--- config.mk ---
export PLATFORM = sky130hd
export DESIGN_NAME = mem_wb_stage
export DESIGN_NICKNAME = d
export VERILOG_FILES = /design/src/rtl/mem_wb_stage.sv
export SDC_FILE = /design/constraint.sdc
export NUM_CORES = 1
export LEC_CHECK = 0
export BUFFER_PORTS_ARGS = -buffer_cell sky130_fd_sc_hd__buf_2
export CAP_MARGIN = 25
export CORE_AREA = 2 2 100 102
export CTS_CLUSTER_DIAMETER = 60
export DETAILED_ROUTE_END_ITERATION = 10
export DIE_AREA = 0 0 102 104
export PLACE_DENSITY = 0.69
export SYNTH_ARGS = -nofsm -noshare
export SYNTH_HDL_FRONTEND = slang
export SYNTH_SLANG_ARGS = --single-unit
--- constraint.sdc ---
create_clock -name CLK -period 1.5 [get_ports CLK]
set_clock_uncertainty 0.15 [all_clocks]
set_input_delay 0.375 -clock CLK [delete_from_list [all_inputs] [get_ports CLK]]
set_output_delay 0.375 -clock CLK [all_outputs]
set_load 0.01 [all_outputs]
--- src/rtl/mem_wb_stage.sv ---
// MEM stage of the pipelined MIPS datapath: qualifies dcache requests, stalls on misses,
// and holds the MEM/WB write-back register and the sticky halt.
module mem_wb_stage (
    input  logic        CLK,
    input  logic        nRST,
    input  logic [31:0] pcplus4,
    input  logic [31:0] aluOutport,
    input  logic [31:0] rdat2,
    input  logic [4:0]  rt,
    input  logic [4:0]  rd,
    input  logic        MemToReg,
    input  logic        JType,
    input  logic        RegDst,
    input  logic        regWEN,
    input  logic        Halt,
    input  logic        dMemREN,
    input  logic        dMemWEN,
    input  logic        flush,
    input  logic        dhit,
    input  logic [31:0] dmemload,
    output logic        dmemREN,
    output logic        dmemWEN,
    output logic [31:0] dmemaddr,
    output logic [31:0] dmemstore,
    output logic        mem_stall,
    output logic [4:0]  wsel,
    output logic [31:0] wdat,
    output logic        wen,
    output logic        halt
);

    typedef enum logic {RUN, WAIT} state_t;

    state_t      state;
    logic        memop;
    logic [4:0]  wsel_p0;
    logic [31:0] wdat_p0;
    logic [4:0]  wsel_p1;
    logic [31:0] wdat_p1;
    logic        wen_p1;
    logic        halt_p1;

    // MEM stage: request qualification and write-back selection
    assign memop     = (dMemREN | dMemWEN) & ~halt_p1 & ~flush;
    assign dmemWEN   = nRST & memop & dMemWEN;
    assign dmemREN   = nRST & memop & dMemREN & ~dMemWEN;
    assign mem_stall = nRST & memop & ~dhit;
    assign dmemaddr  = aluOutport;
    assign dmemstore = rdat2;

    assign wsel_p0 = JType ? 5'd31 : (RegDst ? rd : rt);
    assign wdat_p0 = JType ? pcplus4 : (MemToReg ? dmemload : aluOutport);

    // MEM/WB register
    always_ff @(posedge CLK or negedge nRST) begin
        if (!nRST) begin
            state   <= RUN;
            wsel_p1 <= '0;
            wdat_p1 <= '0;
            wen_p1  <= 1'b0;
            halt_p1 <= 1'b0;
        end else begin
            if (flush) begin
                state <= RUN;
            end else begin
                case (state)
                    RUN:     if (mem_stall)  state <= WAIT;
                    WAIT:    if (!mem_stall) state <= RUN;
                    default: state <= RUN;
                endcase
            end

            // A flushed or still-waiting instruction leaves a bubble behind
            if (flush || mem_stall) begin
                wsel_p1 <= '0;
                wdat_p1 <= '0;
                wen_p1  <= 1'b0;
            end else begin
                wsel_p1 <= wsel_p0;
                wdat_p1 <= wdat_p0;
                wen_p1  <= regWEN & (wsel_p0 != 5'd0) & ~halt_p1;
                if (Halt) halt_p1 <= 1'b1;
            end
        end
    end

    assign wsel = wsel_p1;
    assign wdat = wdat_p1;
    assign wen  = wen_p1;
    assign halt = halt_p1;

endmodule

==> summary.txt, run 1 <==
Run status
  – Status: finished, violations left
  – Failing checks: setup timing

Yosys
  – Syn_nets: 393
  – Syn avg cell area: 11.04 sq um
  – Yosys warnings: 0
  – Post-synthesis sequential area ratio: 0.3623
  – Yosys cell types: 22
  – Synthesized instance count: 244
  – Mapped cell area: 2694 sq um
  – Seq cells post-synth: 39

Power
  – PwrDens: 716.8 nW/um^2
  – Part of the power in registers: 0.457
  – Switching power share of the total: 0.2675
  – Peak supply drop: 0.0002692 V
  – Leakage power: 2.002 nW
  – Power Total: 2.495 mW
  – Clk pwr share: 0.253
  – Combinational power share: 0.290
  – Int Power: 1.828 mW
  – P_sw: 0.6675 mW

STA
  – Max_slew headroom: 0.6679
  – Unrepaired setup endpoints after global routing: yes
  – Final setup violation count: 3
  – Tcrit/Tclk final: 1.247
  – Worst Slack Setup Final: -0.3711 ns
  – Hold violation count in the final report: 0
  – Slew Viols, Final: 0
  – Period minus WS final: 1.871 ns
  – Worst-Margin Slew: 0.4982 ns
  – Max Freq: 534.4 MHz

CTS
  – CTS tree: done
  – Clock sink total: 39
  – Num CTS Buffers: 5
  – Clock slew at reported path FFs: 0.07 ns
  – Clk Latency, worst-skew pair: 0.28 ns
  – CTS Root Cell: clkbuf_8
  – Worst-case clock buffer depth: 2
  – CTS Hold Bufs: 0
  – H-tree depth: 2

GRT
  – Met2 usage: 0.2453
  – Vias in the first global route: 2172
  – Met3 GRT Util: 0.04772
  – Global-route wire length before repair: 10370 um
  – Largest net degree at the start of global routing: 40
  – Gr ovfl total: 0
  – M1 GR Usage: 0.1177
  – Initial antenna violation count: 0
  – GRT Overall Usage: 0.1258
  – GRT Max-Usage Layer: met2

Floorplan
  – DIE WIDTH: 102 um
  – Placement Rows: 36
  – Die area: 10610 sq um
  – Initial core utilization: 0.2821
  – Core Area: 9549 sq um
  – Die Ht: 104 um
  – I/O pin count: 255

Placed design
  – IO buf count: 190
  – Gpl congestion: 0.7566
  – Placed Instances: 503
  – DP Worst Slack: -0.1418 ns
  – Placed cell area: 3390 sq um
  – Post-DP HPWL: 6111 um

Layout
  – Fin nets: 528
  – Antenna Cells: 0
  – Leading cell type in the layout, fill and taps excluded: buf_2
  – Layout cell share with drive strength beyond 1: 0.6561
  – Layout Cells excl Fill: 511
  – Most frequent cells in the layout: 190 x buf_2, 39 x nor2_1, 39 x dfrtp_1
  – Post-route cell area: 3481 sq um
  – Area Overhead vs Synth: 29.22%
  – Fin util: 0.3645

Critical path
  – Worst Setup End Kind: primary output
  – Slowest CP cell: dfrtp_1
  – Cell depth of the worst setup path: 4
  – RR Startpoint: halt$_DFFE_PN0P_
  – CP Launch Point: halt$_DFFE_PN0P_
  – Crit-path max FO: 3
  – CP peak stage delay: 0.38 ns
  – Arrival time worst endpoint: 1.35 ns
  – Worst Setup Start Kind: flip-flop
  – Worst-case reg-to-reg path depth: 6
  – Data required, critical path: 0.97 ns
  – Crit path capture: dmemREN
  – R2r setup slk: 0.02 ns
  – Buf/Inv on CP: 1
  – Delay-heaviest family, CP: simple AND/OR/NAND/NOR gates
  – CP Class: reg -> out
  – Critical path cell sequence: nand2b_4 > or2_4 > nor3b_4 > buf_2
  – RR Endpoint: wdat[21]$_DFF_PN0_

Detailed routing
  – Wirelength per Cell: 13.89 um
  – Starting DRT DRC Count: 18
  – Vias: 2146
  – DR DRC count: 0
  – DR pass1 iterations: 4
  – Routed Wire Length: 7099 um
  – Final ANT Viol Nets: 0
  – DR vias/cell: 4.200

Hold path
  – Hold WC Path Type: in -> async

Run
  – Maxcap violations: 0
-- power groups by stage --
stage	logic [mW]	clock network [mW]	registers, mW
finish	0.723	0.632	1.14
global placement	0.724	0	1.16
CTS	0.739	0.674	1.14
global route	0.788	0.720	1.15
detailed placement	0.737	0	1.16
floorplan	0.478	0	1.20
-- sequential cells by signal, indices dropped and copies added, names as in the netlist --
name,count
wsel,5
wdat,32
wen,1
halt,1
-- how the worst min path moves through the flow --
stage / endpoint / slack, ns / cells past startpoint
after global routing: wdat[22]$_DFF_PN0_ / 0.10 / 2
after detailed placement: wen$_DFF_PN0_ / 0.38 / 2
after floorplan: halt$_DFFE_PN0P_ / -0.07 / 0
final: wsel[4]$_DFF_PN0_ / 0.06 / 2
after CTS: wen$_DFF_PN0_ / 0.07 / 2
after global placement: wsel[4]$_DFF_PN0_ / 0.37 / 2
-- logic make-up (layout without fill, tap and decap cells) --
kind of cell    count (synthesis)  in the layout  share of synthesized area
compound gates                 11             11                    0.02880
buf+inv                        79            213                     0.2308
mux                            64             64                     0.2945
simple gates                   51             51                    0.08361
flops                          39             39                     0.3623
-- synthesized netlist by cell type --
library cell	n	area share
nor2_1	39	0.054
o22ai_1	1	0.0023
a211oi_1	4	0.011
or3_1	1	0.0023
nor2b_1	4	0.0093
mux2i_1	32	0.12
o21bai_1	3	0.0084
buf_2	2	0.0037
buf_6	2	0.0084
mux2_2	2	0.0084
nand2b_1	3	0.0070
a21oi_1	2	0.0037
or3b_2	1	0.0033
mux2_4	30	0.17
a311oi_1	1	0.0033
or2_2	2	0.0046
clkbuf_1	1	0.0014
dfrtp_1	39	0.36
nor3b_1	1	0.0028
buf_4	69	0.19
buf_12	3	0.022
inv_1	2	0.0028
-- final cells by class --
cell class              count  area (sq um)
fillers                   984          6068
repair buffers            205          1130
multi-input cells         126          1129
flip-flops and latches     39         975.9
well taps                 133         166.4
clock buffers               6         72.57
inverters                   2         7.507
-- through the flow --
step / setup TNS [ns] / hold WS [ns]
after floorplan: -0.02874 / -0.07059
after global placement: -0.2531 / 0.3736
after detailed placement: -0.3883 / 0.3832
after CTS: -0.9887 / 0.07304
after global routing: -2.075 / 0.1011
final: -0.9494 / 0.06461
-- layer usage --
metal	part of all wire	wire (um)	vias to the layer above
met5	0	0	-
met4	0.014	96	0
met3	0.11	775	9
met2	0.55	3876	143
met1	0.33	2351	987
li1	-	-	1007
-- what timing repair did --
action / CTS / global route
pin swaps: 0 / 3
endpoints found under the setup margin: 3 / 3
buffers inserted: 1 / 1
gates resized for setup: 0 / 1
cloned: 0 / 0
(Power assumes the default switching activity.)
==> run 2: changes to the inputs <==
==> constraint.sdc (replaced) <==
create_clock -name CLK -period 1.5 [get_ports CLK]
set_clock_uncertainty 0.15 [all_clocks]
set_input_delay 0.375 -clock CLK [delete_from_list [all_inputs] [get_ports CLK]]
set_output_delay 0.375 -clock CLK [all_outputs]
set_load 0.005 [all_outputs]
==> summary.txt, run 2 (synthesis gave the netlist of run 1 again) <==
Power
  – Combinational power share: 0.272 (-0.018)
  – Int Power: 1.843 mW (+0.82%)
  – Switching power share of the total: 0.2599 (-0.007556)
  – Part of the power in registers: 0.458 (about the same)
  – PwrDens: 714.1 nW/um^2 (-0.38%)
  – Leakage power: 2.001 nW (about the same)
  – Power Total: 2.490 mW (-0.21%)
  – Clk pwr share: 0.270 (+0.017)
  – P_sw: 0.6473 mW (-3.0%)
  – Peak supply drop: 0.0002802 V (+4.1%)

CTS
  – Clock slew at reported path FFs: 0.07 ns (about the same)
  – CTS Root Cell: clkbuf_8
  – Worst-case clock buffer depth: 2 (unchanged)
  – H-tree depth: 2 (unchanged)
  – Clock sink total: 39 (unchanged)
  – Clk Latency, worst-skew pair: 0.28 ns (about the same)
  – CTS Hold Bufs: 0 (unchanged)
  – CTS tree: done
  – Num CTS Buffers: 5 (unchanged)

Layout
  – Max reg flops: 32 (unchanged)
  – Antenna Cells: 0 (unchanged)
  – Layout Cells excl Fill: 513 (+0.39%)
  – Fin nets: 528 (unchanged)
  – Most frequent cells in the layout: 190 x buf_2, 39 x dfrtp_1, 38 x nor2_1
  – Leading cell type in the layout, fill and taps excluded: buf_2
  – Layout cell share with drive strength beyond 1: 0.6579 (+0.001810)
  – Area Overhead vs Synth: 29.45%

Run status
  – Failing checks: setup timing
  – Status: finished, violations left

GRT
  – Vias in the first global route: 2152 (-0.92%)
  – Global-route wire length before repair: 10560 um (+1.8%)
  – Gr ovfl total: 0 (unchanged)
  – Initial antenna violation count: 0 (unchanged)
  – Largest net degree at the start of global routing: 40 (unchanged)
  – GRT Overall Usage: 0.1269 (+0.001050)

STA
  – Slew Viols, Final: 0 (unchanged)
  – Unrepaired setup endpoints after global routing: yes
  – Hold violation count in the final report: 0 (unchanged)
  – Final setup violation count: 3 (unchanged)
  – Max Freq: 536.0 MHz (+0.30%)
  – Tcrit/Tclk final: 1.244 (-0.003695)
  – Max_slew headroom: 0.6725 (+0.004672)
  – Worst-Margin Slew: 0.4912 ns (-0.007009 ns)
  – Period minus WS final: 1.866 ns (-0.005542 ns)
  – Worst Slack Setup Final: -0.3656 ns (+0.005542 ns)

Critical path
  – Worst Setup Start Kind: flip-flop
  – CP peak stage delay: 0.38 ns (about the same)
  – Critical path cell sequence: nand2b_4 > or2_4 > nor3b_2 > buf_2
  – Slowest CP cell: dfrtp_1
  – Worst-case reg-to-reg path depth: 5 (-1)
  – Data required, critical path: 0.97 ns (about the same)
  – RR Startpoint: halt$_DFFE_PN0P_
  – Arrival time worst endpoint: 1.34 ns (about the same)
  – CP Launch Point: halt$_DFFE_PN0P_
  – Crit-path max FO: 3 (unchanged)
  – Worst Setup End Kind: primary output
  – CP Class: reg -> out

Detailed routing
  – DR DRC count: 0 (unchanged)
  – Starting DRT DRC Count: 48 (+30)
  – Final ANT Viol Nets: 0 (unchanged)
  – Vias: 2140 (-0.28%)
  – DR vias/cell: 4.172 (-0.67%)
  – DR pass1 iterations: 4 (unchanged)
  – Routed Wire Length: 7148 um (+0.69%)
  – Wirelength per Cell: 13.93 um (+0.30%)

Placed design
  – IO buf count: 190 (unchanged)
  – Post-DP HPWL: 6045 um (-1.1%)
  – Gpl congestion: 0.7830 (+3.5%)
  – Placed Instances: 504 (+0.20%)

Run
  – Maxcap violations: 0 (unchanged)

Floorplan
  – Die area: 10610 sq um (unchanged)
  – Placement Rows: 36 (unchanged)
  – Die Ht: 104 um (unchanged)
  – DIE WIDTH: 102 um (unchanged)
  – Core Area: 9549 sq um (unchanged)
  – I/O pin count: 255 (unchanged)
  – Initial core utilization: 0.2821 (unchanged)

Hold path
  – Hold WC Path Type: in -> async
run 2: worst max-delay path: cells and delay by family (launching register included):
kind                   cells  cell delay (ns)
buffers and inverters      1             0.13
DFF                        1             0.38
and+or+nand+nor            3             0.55
run 2: final timing paths:
kind | slack (ns) | endpoint
min in group CLK | 0.18 | halt$_DFFE_PN0P_
setup / recovery | -0.37 | dmemREN
hold / removal | 0.05 | halt$_DFFE_PN0P_
setup reg to reg | 0.08 | wdat[3]$_DFF_PN0_
max in group asynchronous | 0.81 | wdat[21]$_DFF_PN0_
hold reg to reg | 0.44 | halt$_DFFE_PN0P_
run 2: final cells by class:
| cell class | count | area [sq um] |
|---|---|---|
| fill | 996 | 6062 |
| multi-input combinational | 126 | 1130 |
| timing repair buffer | 205 | 1126 |
| sequential | 39 | 975.9 |
| tap | 133 | 166.4 |
| clock buffer | 7 | 76.32 |
| inverter | 2 | 7.507 |
| clock inverter | 1 | 5.005 |
run 2: timing repair:
item / CTS / global route
endpoints found under the setup margin: 3 / 3
pin swaps: 1 / 2
buffers inserted: 0 / 1
gates resized for setup: 1 / 2
run 2: power groups by stage:
stage	clock network (mW)	registers [mW]	logic (mW)
after global routing	0.767	1.15	0.744
after floorplan	0	1.17	0.440
after CTS	0.715	1.14	0.692
after detailed placement	0	1.16	0.689
after global placement	0	1.16	0.677
final	0.672	1.14	0.677
run 2: layer usage:
| metal | routed length, um | GRT usage |
|---|---|---|
| met1 | 2537 | 0.1255 |
| met2 | 3872 | 0.2509 |
| met4 | 94 | 0.03048 |
| met5 | 0 | 0 |
| met3 | 644 | 0.03629 |
run 2: per-stage QoR:
stage	instance area, sq um	util	hold WS (ns)	setup slack, ns	setup TNS [ns]
6_report	3487	0.3652	0.04709	-0.3656	-0.9657
2_1_floorplan	2701	-	-0.07059	0.03884	0
4_1_cts	3472	0.3636	0.05543	-0.3826	-1.053
3_3_place_gp	3383	0.3543	0.3425	-0.1297	-0.2922
3_5_place_dp	3383	0.3543	0.3399	-0.1547	-0.6251
5_1_grt	3487	0.3652	0.08261	-0.4323	-1.156
